## src/rtl/mesi_bus_requester.sv

```systemverilog
// MESI snoop-bus requester: turns CPU read/write requests into BusRd/BusWr/BusWB.
// Optional bus_done watchdog enabled by defining MESI_REQ_TIMEOUT_EN.
module mesi_bus_requester #(
   parameter int TAG_W          = 20,
   parameter int TIMEOUT_CYCLES = 256
) (
   input  logic             clk,
   input  logic             rst,
   input  logic             cpu_req,
   input  logic             cpu_we,
   input  logic [31:0]      cpu_addr,
   output logic             cpu_ready,
   output logic             busy,
   input  logic [TAG_W-1:0] local_tag,
   input  logic [1:0]       local_state,
   output logic             line_we,
   output logic [1:0]       line_state_nxt,
   output logic [TAG_W-1:0] line_tag_nxt,
   output logic             bus_req,
   input  logic             bus_gnt,
   output logic [1:0]       bus_cmd,
   output logic [31:0]      bus_addr,
   input  logic             bus_shared,
   input  logic             bus_done,
   output logic             err
);

   localparam logic [1:0] ST_I = 2'b00;
   localparam logic [1:0] ST_S = 2'b01;
   localparam logic [1:0] ST_E = 2'b10;
   localparam logic [1:0] ST_M = 2'b11;

   localparam logic [1:0] CMD_RD = 2'b01;
   localparam logic [1:0] CMD_WR = 2'b10;
   localparam logic [1:0] CMD_WB = 2'b11;

   typedef enum logic [2:0] {
      IDLE,
      WB_ARB,
      WB_BUS,
      ARB,
      BUS,
      DONE
   } state_t;

   state_t             state_q, state_d;
   logic [31:0]        addr_q, addr_d;
   logic [1:0]         cmd_q, cmd_d;
   logic [TAG_W-1:0]   tag_q, tag_d;
   logic               gap_q, gap_d;
   logic               hit;
   logic               tmo;
   logic [TAG_W-1:0]   req_tag;
   logic [TAG_W-1:0]   addr_tag;

   assign req_tag  = cpu_addr[31 -: TAG_W];
   assign addr_tag = addr_q[31 -: TAG_W];
   assign hit      = (local_tag == req_tag) && (local_state != ST_I);

`ifdef MESI_REQ_TIMEOUT_EN
   localparam int CNT_W = $clog2(TIMEOUT_CYCLES + 1);

   logic [CNT_W-1:0] cnt_q, cnt_d;
   logic             in_bus;

   assign in_bus = (state_q == WB_BUS) || (state_q == BUS);
   assign tmo    = in_bus && !bus_done &&
                   (cnt_q == CNT_W'(TIMEOUT_CYCLES - 1));

   always_comb begin
      cnt_d = '0;
      if (in_bus) cnt_d = cnt_q + 1'b1;
   end

   always_ff @(posedge clk or posedge rst) begin
      if (rst) cnt_q <= '0;
      else     cnt_q <= cnt_d;
   end
`else
   logic [31:0] tmo_unused;

   assign tmo_unused = 32'(TIMEOUT_CYCLES);
   assign tmo        = 1'b0;
`endif

   always_ff @(posedge clk or posedge rst) begin
      if (rst) begin
         state_q <= IDLE;
         addr_q  <= '0;
         cmd_q   <= '0;
         tag_q   <= '0;
         gap_q   <= 1'b0;
      end else begin
         state_q <= state_d;
         addr_q  <= addr_d;
         cmd_q   <= cmd_d;
         tag_q   <= tag_d;
         gap_q   <= gap_d;
      end
   end

   always_comb begin
      state_d = state_q;
      addr_d  = addr_q;
      cmd_d   = cmd_q;
      tag_d   = tag_q;
      gap_d   = gap_q;
      unique case (state_q)
         IDLE: begin
            if (cpu_req) begin
               addr_d = cpu_addr;
               tag_d  = local_tag;
               cmd_d  = cpu_we ? CMD_WR : CMD_RD;
               gap_d  = 1'b0;
               if (hit) begin
                  if (cpu_we && (local_state == ST_S)) state_d = ARB;
                  else                                 state_d = DONE;
               end else if (local_state == ST_M) begin
                  state_d = WB_ARB;
               end else begin
                  state_d = ARB;
               end
            end
         end
         WB_ARB: begin
            if (bus_gnt) state_d = WB_BUS;
         end
         WB_BUS: begin
            if (tmo) begin
               state_d = DONE;
            end else if (bus_done) begin
               state_d = ARB;
               gap_d   = 1'b1;
            end
         end
         ARB: begin
            // first ARB cycle after a writeback keeps bus_req low
            if (gap_q)        gap_d   = 1'b0;
            else if (bus_gnt) state_d = BUS;
         end
         BUS: begin
            if (tmo || bus_done) state_d = DONE;
         end
         DONE: begin
            state_d = IDLE;
         end
         default: begin
            state_d = IDLE;
         end
      endcase
   end

   always_comb begin
      cpu_ready      = 1'b0;
      busy           = (state_q != IDLE);
      line_we        = 1'b0;
      line_state_nxt = ST_I;
      line_tag_nxt   = '0;
      bus_req        = 1'b0;
      bus_cmd        = 2'b00;
      bus_addr       = '0;
      err            = tmo;
      unique case (state_q)
         IDLE: begin
            // silent E->M upgrade on a write hit
            if (cpu_req && hit && cpu_we && (local_state == ST_E)) begin
               line_we        = 1'b1;
               line_state_nxt = ST_M;
               line_tag_nxt   = local_tag;
            end
         end
         WB_ARB: begin
            bus_req = 1'b1;
         end
         WB_BUS: begin
            bus_req  = 1'b1;
            bus_cmd  = CMD_WB;
            bus_addr = {tag_q, {(32-TAG_W){1'b0}}};
            if (bus_done) begin
               line_we        = 1'b1;
               line_state_nxt = ST_I;
               line_tag_nxt   = tag_q;
            end
         end
         ARB: begin
            bus_req = !gap_q;
         end
         BUS: begin
            bus_req  = 1'b1;
            bus_cmd  = cmd_q;
            bus_addr = addr_q;
            if (bus_done) begin
               line_we      = 1'b1;
               line_tag_nxt = addr_tag;
               if (cmd_q == CMD_RD) line_state_nxt = bus_shared ? ST_S : ST_E;
               else                 line_state_nxt = ST_M;
            end
         end
         DONE: begin
            cpu_ready = 1'b1;
         end
         default: begin
            busy = 1'b1;
         end
      endcase
   end

endmodule

```

## config.mk

```make
export PLATFORM = sky130hd
export DESIGN_NAME = mesi_bus_requester
export DESIGN_NICKNAME = d
export VERILOG_FILES = /design/src/rtl/mesi_bus_requester.sv
export SDC_FILE = /design/constraint.sdc
export NUM_CORES = 1
export LEC_CHECK = 0
export BUFFER_PORTS_ARGS = -buffer_cell sky130_fd_sc_hd__buf_2
export CAP_MARGIN = 20
export CORE_AREA = 10 10 108 110
export CTS_CLUSTER_DIAMETER = 80
export CTS_CLUSTER_SIZE = 14
export DETAILED_ROUTE_END_ITERATION = 12
export DIE_AREA = 0 0 118 120
export GPL_TIMING_DRIVEN = 0
export REMOVE_ABC_BUFFERS = 1
export SYNTH_ARGS = -nofsm -noshare
export SYNTH_HDL_FRONTEND = slang
export SYNTH_SLANG_ARGS = --single-unit
```

## constraint.sdc

```tcl
create_clock -name clk -period 1.7 [get_ports clk]
set_input_delay 0.085 -clock clk [delete_from_list [all_inputs] [get_ports clk]]
set_output_delay 0.085 -clock clk [all_outputs]
set_load 0.03 [all_outputs]
```

* After elaboration in Yosys (flattened, before gate mapping)
Cells that the tools add are included.
** Storage, ports and cells
- Bits in registers :: 58
- Output and inout port bits :: 61
- Input port bits :: 61
** Cells by class
- Reductions and logical operators :: 16
- Multiplexer cells :: 31
- Eq/ne operators :: 16
** Operator list (number)
- 32-bit one-hot mux with 2 select lines :: 1
- 20-bit two-way mux :: 3
- 20-bit one-hot mux with 3 select lines :: 1
- 3-bit two-way mux :: 8
- 20-bit equality test :: 1
- 3-bit one-hot mux with 5 select lines :: 1
- 2-bit two-way mux :: 6
- 2-bit inequality test (second input constant) :: 6
- 2-bit one-hot mux with 2 select lines :: 2
- 3-bit by 2-bit equality test with 1-bit output (second input constant) :: 2
- 3-bit equality test (second input constant) :: 2
- 1-bit two-way mux :: 6
- 6-bit AND reduction :: 1
- 3-bit nonzero test :: 2
- 6-bit OR reduction :: 1
- 1-bit logical AND :: 5
- 2-bit by 1-bit equality test with 1-bit output (second input constant) :: 2
- 2-bit equality test (second input constant) :: 2
- 1-bit one-hot mux with 2 select lines :: 2
- 3-bit by 1-bit equality test with 1-bit output (second input constant) :: 1
- 3-bit zero test :: 1
- 1-bit one-hot mux with 3 select lines :: 1
- 3-bit AND reduction :: 1
- 3-bit OR reduction :: 1
- 4 further kinds :: 4

* Logic depth before layout (Yosys ltp)
Gate-level depths: netlist (run 1).
- Depth in word-level cells :: 7
- Mapped depth :: 7
- Gate-level depth less buffers :: 5

* Worst setup path after synthesis (run 1)
No wires, ideal clock.
- Path kind :: register to output
- Start :: register state_q[1]
- End :: output line_tag_nxt[10]
- Cell stages (with the launch flop) :: 8
- Arrival :: 1986 ps
- Path slack :: -371 ps
- Buffers on the path :: 3
- Required time :: 1615 ps
- Cell sequence :: dfrtp_1 buf_2 nor2b_1 buf_2 clkbuf_1 a22oi_1 nor2_1 a32o_1
** On the way
- Longest elaborated chain between the ends :: 2
- Elaborated cells between the ends (all ways) :: 4
- Classes of those cells :: 2 x eq/ne; 1 x mux; 1 x reduce/logical
** RTL lines
- from (decl) :: RTL line 46 : state_t state_q, state_d;
- from (signal assigned) :: RTL line 94 : state_q <= state_d;
- 3-bit equality test, or another cell as far along :: RTL line 163 : unique case (state_q)
- 20-bit one-hot mux with 3 select lines * :: RTL line 163
- to (decl) :: RTL line 18 : output logic [TAG_W-1:0] line_tag_nxt,
Every way passes the cells marked *; elsewhere a longest branch is shown, timed or not.

* Final worst setup path (run 1)
- Start :: register state_q[0]
- End :: output line_tag_nxt[12]
Same word-level chain as after synthesis.

==> impl_results.md, run 1 <==
* CTS tree: done
* Vias/cell at 5.31
* Reg2reg start: state_q[0]
* Hold slack at 0.00958 ns
* Final min period at 2.04 ns
* Register Area at 1460 µm²
* Vias at 3321
* Clk slew on worst S/H paths at 0.07 ns
* Combinational share of power at 0.612
* Max-slew headroom at 0.581
* Fin. Hold Viols at 0
* Final period utilization at 1.20
* Avg WL per Cell at 23.1 µm
* Placed cell areas at 4000 µm²
* Cell Rows at 36
* Synth unique cells at 38
* Initial drt markers at 176
* Core area at 9550 µm²
* Critical R2R Capture: tag_q[2]
* Post-synthesis cell count at 289
* Critical Setup Path Class: flop to primary output
* First-pass GRT wire length at 21.4 mm
* Clock Tree Buf Depth at 2
* Clock skew at 0.00785 ns
* Setup crit start: state_q[0]
* Clock share of power at 0.141
* Final WS setup at -0.341 ns
* Status: complete, but fails checks
* Finished Layout Cells at 625
* Sequential area share after synthesis at 0.447
* DRC viols at 0
* Die height at 120 µm
* Worst VDD drop at 0.782 mV
* Hold depth at 2
* Ports at 122
* Static Leak at 2.80 nW
* CTS sink count at 58
* Layout cells sized above 1 at 0.646
* Net switching power at 4.06 mW
* Routed WL at 14.4 mm
* Violated checks: setup timing
* CP endpoint: line_tag_nxt[12]
* Post-route antenna net violation count at 0
* Clock buffer count from CTS at 9
* Overflow after GRT at 0
* Vias in the first global route at 3619
* Design area at 6050 µm²
* Switch share at 0.387
* Pwr Density at 1730 nW/µm²
* Final HPWL DP at 7.23 mm
* Worst slack at placement at -1.35 ns
* Initial Util at 0.340
* Inst Count DP at 521
* WP data required at 1.62 ns
* Worst Setup End Kind: primary output
* Yosys warning count at 0
* Hold WC Path Type: primary input to flop
* Clock root cell: clkbuf_8
* Seq pwr share at 0.248
* Footprint of the multi-input gates at 2130 µm²
* Largest net degree at the start of global routing at 35
* Pint at 6.43 mW
* First-pass DRT Iterations at 6
* Crit path DAT at 1.96 ns
* Mean Syn Cell Area at 11.2 µm²
* Die width at 118 µm
* Final Slew Violations at 0
* Fillers at 759
* Cell Area, Synth at 3250 µm²
* Port Buffer Count at 120
* Final setup viols at 113
* Total GRT Usage at 0.190
* Fin nets at 548
* Worst-Skew Late Latency at 0.34 ns
* Max frequency at 0.490 GHz
* Antenna violations before repair at 1
* Flop-to-flop setup slack at -0.19 ns
* Reg2reg path depth at 9
* Area Growth Syn to Fin at 86.5%
* Critical path launch point type: flop
* #FFs+latches synth at 58
* Tightest Pin Transition at 0.628 ns
* CTS H-tree depth at 3
* Die ar. at 14200 µm²
* Unrepaired setup endpoints after global routing: true
* Critical Path Fanout Max at 8
* GPL Wtd Cong at 0.752
* Max-cap violation count at 0
-- worst min path at each step --
stage / startpoint / endpoint / slack, ns
final: cpu_addr[27] / addr_q[27] / 0.01
after global placement: cpu_addr[1] / addr_q[1] / 0.32
after global routing: cpu_addr[18] / addr_q[18] / 0.006
after CTS: cpu_addr[23] / addr_q[23] / 0.0006
after detailed placement: rst / addr_q[11] / 0.17
after floorplan: cpu_we / cmd_q[0] / 0.18
-- cell families after synthesis --
group | share of synthesized area
compound gates | 0.154
xor+xnor | 0.0540
buf+inv | 0.0447
flops | 0.447
mux | 0.193
other cells | 0.00115
simple gates | 0.106
-- worst max-delay path: stages (launching register included) --
cell and delay (ns):
dfrtp_2 0.42, clkbuf_16 0.15, clkinvlp_4 0.09, nand3_4 0.08, nor4_4 0.20, buf_6 0.20, buf_8 0.15, a32o_1 0.18
buf_6 0.13
-- cell usage after synthesis --
cell type  number  share of area
nor2_2          1         0.0019
nand3b_1        2         0.0046
a31o_2          2         0.0054
mux2i_1         3         0.0092
buf_4           1         0.0023
o211a_1         1         0.0031
and3_1         13          0.025
or2_2           1         0.0019
o32a_1          1         0.0031
inv_1           4         0.0046
nor3b_1         1         0.0023
and2_1          2         0.0039
o2111ai_1       1         0.0027
buf_2          11          0.017
a21o_1          2         0.0046
conb_1          1         0.0012
a21oi_1         5         0.0077
o21a_1          1         0.0023
a32o_1         22          0.068
nor2b_1         1         0.0019
nand2_1         5         0.0058
nand3_1         3         0.0046
nand4_1         3         0.0058
nor3_1          1         0.0015
xnor2_1        20          0.054
or3_1           2         0.0039
nor4_1          1         0.0019
clkbuf_1       12          0.014
o21ai_0         4         0.0062
nor3b_4         1         0.0058
a21boi_0        1         0.0023
nor2_1         24          0.028
mux2_2         53           0.18
buf_6           2         0.0069
a22oi_1        20          0.046
nor4_2          2         0.0077
a211oi_1        1         0.0023
dfrtp_1        58           0.45
-- metrics by stage --
step,total power [mW],TNS [ns],util
2_1_floorplan,5.02,-123.04,-
3_3_place_gp,5.97,-300.40,0.407
3_5_place_dp,6.27,-108.49,0.419
4_1_cts,9.68,-12.10,0.595
5_1_grt,11.0,-25.15,0.634
6_report,10.5,-19.99,0.634
-- state kept, by name (all words and copies together) (netlist names) --
signal   cells
addr_q      32
state_q      3
tag_q       20
cmd_q        2
gap_q        1
-- cell type report --
type	instances	area share
Sequential cell	58	0.241
Timing Repair Buffer	210	0.339
Tap cell	133	0.0275
Clock buffer	11	0.0250
Inverter	4	0.00351
Antenna cell	1	0.000413
Multi-Input combinational cell	204	0.352
Clock inverter	4	0.0124
-- placed cells by master, fill, tap and decap left out, types with 4 or more instances in the layout --
cell type / netlist / final
buf_6: 2 / 64
buf_2: 11 / 59
dfrtp_1: 58 / 55
mux2_4: 0 / 50
buf_4: 1 / 36
dlygate4sd3_1: 0 / 26
nor2_1: 24 / 16
xnor2_1: 20 / 16
a32o_2: 0 / 11
a32o_1: 22 / 11
clkbuf_8: 0 / 11
buf_12: 0 / 11
a22oi_2: 0 / 10
a22oi_1: 20 / 10
and3_4: 0 / 8
buf_8: 0 / 8
nor2_2: 1 / 7
nand2_1: 5 / 5
and3_1: 13 / 5
xnor2_2: 0 / 4
-- routing by layer --
metal  wire (µm)  part of all wire  global-route usage
met1        5830              0.40               0.232
met2        7240              0.50               0.320
met3        1030             0.072              0.0549
met4         349             0.024              0.0556
met5           0                 0                   0
-- power groups by stage --
stage / clock, mW / combinational, mW / sequential (mW)
floorplan: 0 / 2.56 / 2.46
global placement: 0 / 3.38 / 2.59
detailed placement: 0 / 3.68 / 2.58
CTS: 1.50 / 5.63 / 2.54
global route: 1.57 / 6.75 / 2.68
finish: 1.48 / 6.42 / 2.60
-- repair_timing --
action                                  CTS  global route
gates resized for setup                 190            89
pin swaps                                36            18
gates cloned                             11             1
endpoints found under the setup margin  117           104
hold buffers                             24             2
setup buffers                            40            14
hold endpoints to repair                 47             2
No activity file was read; power rests on OpenSTA's default activity.
==> run 2, diff against run 1 <==
--- a/config.mk
+++ b/config.mk
@@ -7,12 +7,13 @@
 export LEC_CHECK = 0
 export BUFFER_PORTS_ARGS = -buffer_cell sky130_fd_sc_hd__buf_2
 export CAP_MARGIN = 20
-export CORE_AREA = 10 10 108 110
+export CORE_AREA = 10 10 97 99
 export CTS_CLUSTER_DIAMETER = 80
 export CTS_CLUSTER_SIZE = 14
 export DETAILED_ROUTE_END_ITERATION = 12
-export DIE_AREA = 0 0 118 120
+export DIE_AREA = 0 0 107 109
 export GPL_TIMING_DRIVEN = 0
+export PLACE_DENSITY = 0.75
 export REMOVE_ABC_BUFFERS = 1
 export SYNTH_ARGS = -nofsm -noshare
 export SYNTH_HDL_FRONTEND = slang
==> impl_results.md, run 2 (synthesis results as in run 1) <==
* Status: complete, but fails checks
* Violated checks: setup timing
* Hold_sp: cpu_addr[17]
* Ports at 122
* Largest delay share family, worst path: buffers and inverters
* GPL Wtd Cong at 0.778
* Combinational share of power at 0.631
* Clock Tree Buf Depth at 2
* Finished Layout Cells at 578
* Avg WL per Cell at 24.4 µm
* Critical Path Fanout Max at 5
* Worst VDD drop at 0.893 mV
* Reg2reg start: state_q[0]
* Pwr Density at 1770 nW/µm²
* CTS sink count at 58
* Worst slack at placement at -1.50 ns
* Commonest non-fill, non-tap cells in the layout: 64 x buf_6, 60 x buf_2, 55 x dfrtp_1
* Max-slew headroom at 0.566
* Clock buffer count from CTS at 9
* Die width at 107 µm
* CTS tree: done
* Final Util at 0.751
* Clock root cell: clkbuf_8
* CP most frequent cell: buf_6
* CTS H-tree depth at 3
* Initial Util at 0.431
* Tightest Pin Transition at 0.650 ns
* Die height at 109 µm
* Inst Count DP at 489
* Final min period at 2.02 ns
* Largest register by flop count: addr_q
* TNS Setup at -17.16 ns
* Worst-Skew Late Latency at 0.33 ns
* Pint at 5.88 mW
* Largest net degree at the start of global routing at 31
* Vias in the first global route at 3492
* Biggest regs: addr_q (32), tag_q (20), state_q (3)
* CP max stage cell: dfrtp_4
* Port Buffer Count at 120
* Unrepaired setup endpoints after global routing: true
* Worst Setup End Kind: primary output
* Fin. Hold Viols at 0
* Routed WL at 14.1 mm
* Hold slack at 0.0159 ns
* First-pass DRT Iterations at 5
* Final HPWL DP at 6.74 mm
* Die ar. at 11700 µm²
* Final WS setup at -0.318 ns
* Final Slew Violations at 0
* Clock share of power at 0.105
* Critical path launch point type: flop
* Static Leak at 2.56 nW
* DRC viols at 0
* Critical Setup Path Class: flop to primary output
* Max frequency at 0.496 GHz
* Setup crit start: state_q[0]
* Largest register FFs at 32
* Vias/cell at 5.85
* Switch share at 0.413
* Layout cells sized above 1 at 0.668
* Bufs and invs on worst path at 4
* Overflow after GRT at 0
* Post-route antenna net violation count at 0
* Clk slew on worst S/H paths at 0.07 ns
* Critical Path Max Stage Delay at 0.51 ns
* Most common cell after layout, fill and taps aside: buf_6
* Hold WC Path Type: primary input to flop
* WP data required at 1.62 ns
* Diodes inserted at 0
* Antenna violations before repair at 0
* Final setup viols at 114
* Clock skew at 0.00819 ns
* Cell Rows at 32
* Vias at 3383
* Net switching power at 4.15 mW
* Initial drt markers at 168
* Core area at 7530 µm²
* Fin nets at 533
* Total GRT Usage at 0.207
* Crit path DAT at 1.93 ns
* Max-cap violation count at 0
* First-pass GRT wire length at 19.0 mm
* Seq pwr share at 0.264
* Critical path, cell by cell: clkinvlp_4 > nand3_4 > nor4_4 > buf_4 > buf_6 > a32o_2 > buf_6
* Final period utilization at 1.19
* Area Growth Syn to Fin at 74.1%
run 2: changes by cell type in the layout (fill, tap and decap cells not counted), sizes merged:
cell and delta:
diode -1, buf -7, bufinv -2, bufbuf -1
clkinv +4, clkinvlp -2, clkbuf +1, dlygate4sd3 -8
run 2: path summary, 6_finish.rpt:
| path | to | slack (ns) | cells after the start |
|---|---|---|---|
| setup / recovery | line_tag_nxt[9] | -0.32 | 7 |
| hold / removal | addr_q[17] | 0.02 | 2 |
| setup reg to reg | state_q[1] | -0.26 | 8 |
| hold reg to reg | addr_q[6] | 0.50 | 1 |
| max in group asynchronous | state_q[2] | 0.66 | 4 |
| min in group asynchronous | addr_q[1] | 0.43 | 3 |
run 2: through the flow:
| stage | total power, mW | instance area [µm²] |
|---|---|---|
| floorplan | 5.02 | 3120 |
| global placement | 5.91 | 3840 |
| detailed placement | 6.13 | 3940 |
| CTS | 8.64 | 5130 |
| global route | 10.5 | 5650 |
| finish | 10.0 | 5650 |
run 2: area by class of cell:
cell class                 count  area (µm²)
multi-input combinational    204        1990
timing repair buffer         195        1910
fill                         468        1870
sequential                    58        1460
clock buffer                  11         131
tap                          102         128
inverter                       4        21.3
clock inverter                 4        20.0
run 2: per-layer routing:
| metal | share of wire | routed length, µm | GRT usage | up-vias |
|---|---|---|---|---|
| met5 | 0 | 0 | 0 | - |
| li1 | - | - | - | 1450 |
| met4 | 0.030 | 429 | 0.0580 | 0 |
| met3 | 0.078 | 1090 | 0.0761 | 42 |
| met1 | 0.39 | 5500 | 0.242 | 1727 |
| met2 | 0.50 | 7070 | 0.349 | 164 |
run 2: power groups by stage:
stage,logic [mW],registers (mW),clock network [mW]
5_1_grt,6.63,2.72,1.12
6_report,6.33,2.65,1.05
2_1_floorplan,2.56,2.46,0
4_1_cts,5.06,2.51,1.07
3_5_place_dp,3.49,2.64,0
3_3_place_gp,3.33,2.57,0
run 2: what timing repair did:
action | CTS | global route
cloned | 6 | 4
setup endpoints to repair | 118 | 114
buffers inserted | 33 | 14
hold buffers | 18 | 0
resized for setup | 142 | 95
hold endpoints to repair | 45 | 0
pin swaps | 14 | 32
run 2: worst register-to-register path, stage by stage, from the launching register on:
cell	delay, ns
dfrtp_4	0.51
buf_4	0.16
buf_12	0.13
buf_12	0.15
or2_4	0.25
o32a_1	0.19
nor4_2	0.30
a21oi_1	0.11
o21ai_1	0.09
==> run 3, diff against run 2 <==
--- a/config.mk
+++ b/config.mk
@@ -13,7 +13,7 @@
 export DETAILED_ROUTE_END_ITERATION = 12
 export DIE_AREA = 0 0 107 109
 export GPL_TIMING_DRIVEN = 0
-export PLACE_DENSITY = 0.75
+export PLACE_DENSITY_LB_ADDON = 0.08
 export REMOVE_ABC_BUFFERS = 1
 export SYNTH_ARGS = -nofsm -noshare
 export SYNTH_HDL_FRONTEND = slang
==> impl_results.md, run 3 (synthesis results as in run 1) <==
* Area Growth Syn to Fin at 74.0%
* Total GRT Usage at 0.195
* Antenna violations before repair at 0
* Fin. Hold Viols at 0
* Flop-to-flop setup slack at -0.27 ns
* Die width at 107 µm
* Overflow after GRT at 0
* Largest register by flop count: addr_q
* Clock buffer count from CTS at 9
* Post-route antenna net violation count at 0
* First-pass DRT Iterations at 4
* Clk slew on worst S/H paths at 0.08 ns
* First-pass GRT wire length at 17.8 mm
* Status: complete, but fails checks
* Hold depth at 2
* Port Buffer Count at 120
* GPL Wtd Cong at 0.770
* Final HPWL DP at 6.77 mm
* Reg2reg path depth at 4
* Final min period at 2.04 ns
* Tightest Pin Transition at 0.752 ns
* Final Util at 0.750
* Critical R2R Capture: addr_q[26]
* Crit path DAT at 1.96 ns
* CTS sink count at 58
* Unrepaired setup endpoints after global routing: true
* Die height at 109 µm
* Max frequency at 0.490 GHz
* Initial drt markers at 162
* Violated checks: setup timing
* Fin nets at 530
* Final period utilization at 1.20
* Initial Util at 0.431
* Static Leak at 2.55 nW
* Largest net degree at the start of global routing at 31
* Final Slew Violations at 0
* Critical Path Fanout Max at 10
* Final setup viols at 116
* Critical path launch point type: flop
* Max-cap violation count at 0
* Critical Setup Path Class: flop to primary output
* Ports at 122
* Diodes inserted at 0
* Core area at 7530 µm²
* Vias at 3240
* Pwr Density at 1790 nW/µm²
* Worst-Skew Late Latency at 0.34 ns
* CP endpoint: line_tag_nxt[9]
* Fillers at 543
* Vias in the first global route at 3388
* DRC viols at 0
* Worst slack at placement at -1.19 ns
* Commonest non-fill, non-tap cells in the layout: 73 x buf_6, 60 x buf_2, 55 x dfrtp_1
* Clock Tree Buf Depth at 2
* Final WS setup at -0.342 ns
* Critical Path Max Stage Delay at 0.52 ns
* WP data required at 1.62 ns
* Reg2reg start: state_q[0]
* CTS tree: done
* Cell Rows at 32
* CTS H-tree depth at 3
* Biggest regs: addr_q (32), tag_q (20), state_q (3)
* Max-slew headroom at 0.498
* Worst Setup End Kind: primary output
* Layout cells sized above 1 at 0.683
* Critical path, cell by cell: clkinvlp_4 > nand3_4 > nor4_4 > buf_6 > a32o_1 > buf_6
* Routed WL at 13.2 mm
* Worst VDD drop at 0.906 mV
* Clock root cell: clkbuf_8
* Hold WC Path Type: primary input to flop
* CP most frequent cell: buf_6
* Vias/cell at 5.63
* Avg WL per Cell at 22.9 µm
* Largest register FFs at 32
* Clock skew at 0.0142 ns
* Most common cell after layout, fill and taps aside: buf_6
* Die ar. at 11700 µm²
* Hold slack at 0.0119 ns
* CP max stage cell: dfrtp_4
* Setup crit start: state_q[0]
-- run 3: routing by layer --
| metal | part of all wire | global-route usage | vias to the layer above |
|---|---|---|---|
| li1 | - | - | 1445 |
| met1 | 0.38 | 0.219 | 1651 |
| met2 | 0.52 | 0.347 | 116 |
| met3 | 0.069 | 0.0525 | 28 |
| met4 | 0.027 | 0.0754 | 0 |
| met5 | 0 | 0 | - |
-- run 3: report_power, final --
group / internal (mW) / total, mW / switching, mW
combinational: 3.06 / 5.96 / 2.90
sequential: 2.11 / 2.64 / 0.535
clock: 0.898 / 1.50 / 0.602
-- run 3: per-stage QoR --
stage | cell area (µm²) | setup TNS [ns] | cells | power (mW)
after floorplan | 3120 | -123.04 | 263 | 5.02
after global placement | 3840 | -304.38 | 485 | 5.95
after detailed placement | 3970 | -96.58 | 490 | 6.21
after CTS | 5180 | -11.66 | 563 | 9.04
after global routing | 5650 | -22.81 | 575 | 10.6
final | 5650 | -17.21 | 575 | 10.1
-- run 3: timing repair --
| item | CTS | global route |
|---|---|---|
| setup buffers | 34 | 11 |
| hold buffers | 21 | 0 |
| endpoints found under the hold margin | 48 | 0 |
| setup endpoints to repair | 118 | 90 |
| resized for setup | 141 | 101 |
| cloned | 4 | 3 |
| pin swaps | 19 | 27 |
-- run 3: cell type report --
class	instances	area, µm²	area share
well taps	102	128	0.0226
clock buffers	11	151	0.0268
multi-input cells	204	2040	0.361
flip-flops and latches	58	1460	0.258
inverters	4	21.3	0.00377
repair buffers	192	1770	0.314
clock inverters	4	75.1	0.0133
-- run 3: worst min path at each step --
stage / from / end / slack, ns
3_3_place_gp: cpu_addr[3] / addr_q[3] / 0.32
2_1_floorplan: cpu_we / cmd_q[0] / 0.18
3_5_place_dp: rst / addr_q[5] / 0.21
4_1_cts: cpu_addr[27] / addr_q[27] / 0.0003
5_1_grt: cpu_addr[13] / addr_q[13] / 0.005
6_report: cpu_addr[27] / addr_q[27] / 0.01
-- run 3: critical path, delay by kind of cell, from the launching register on --
family                 cells  cell delay, ns
AO/OA/AOI/OAI              1            0.21
buffers and inverters      3            0.49
flip-flops                 1            0.52
AND/OR/NAND/NOR            2            0.39
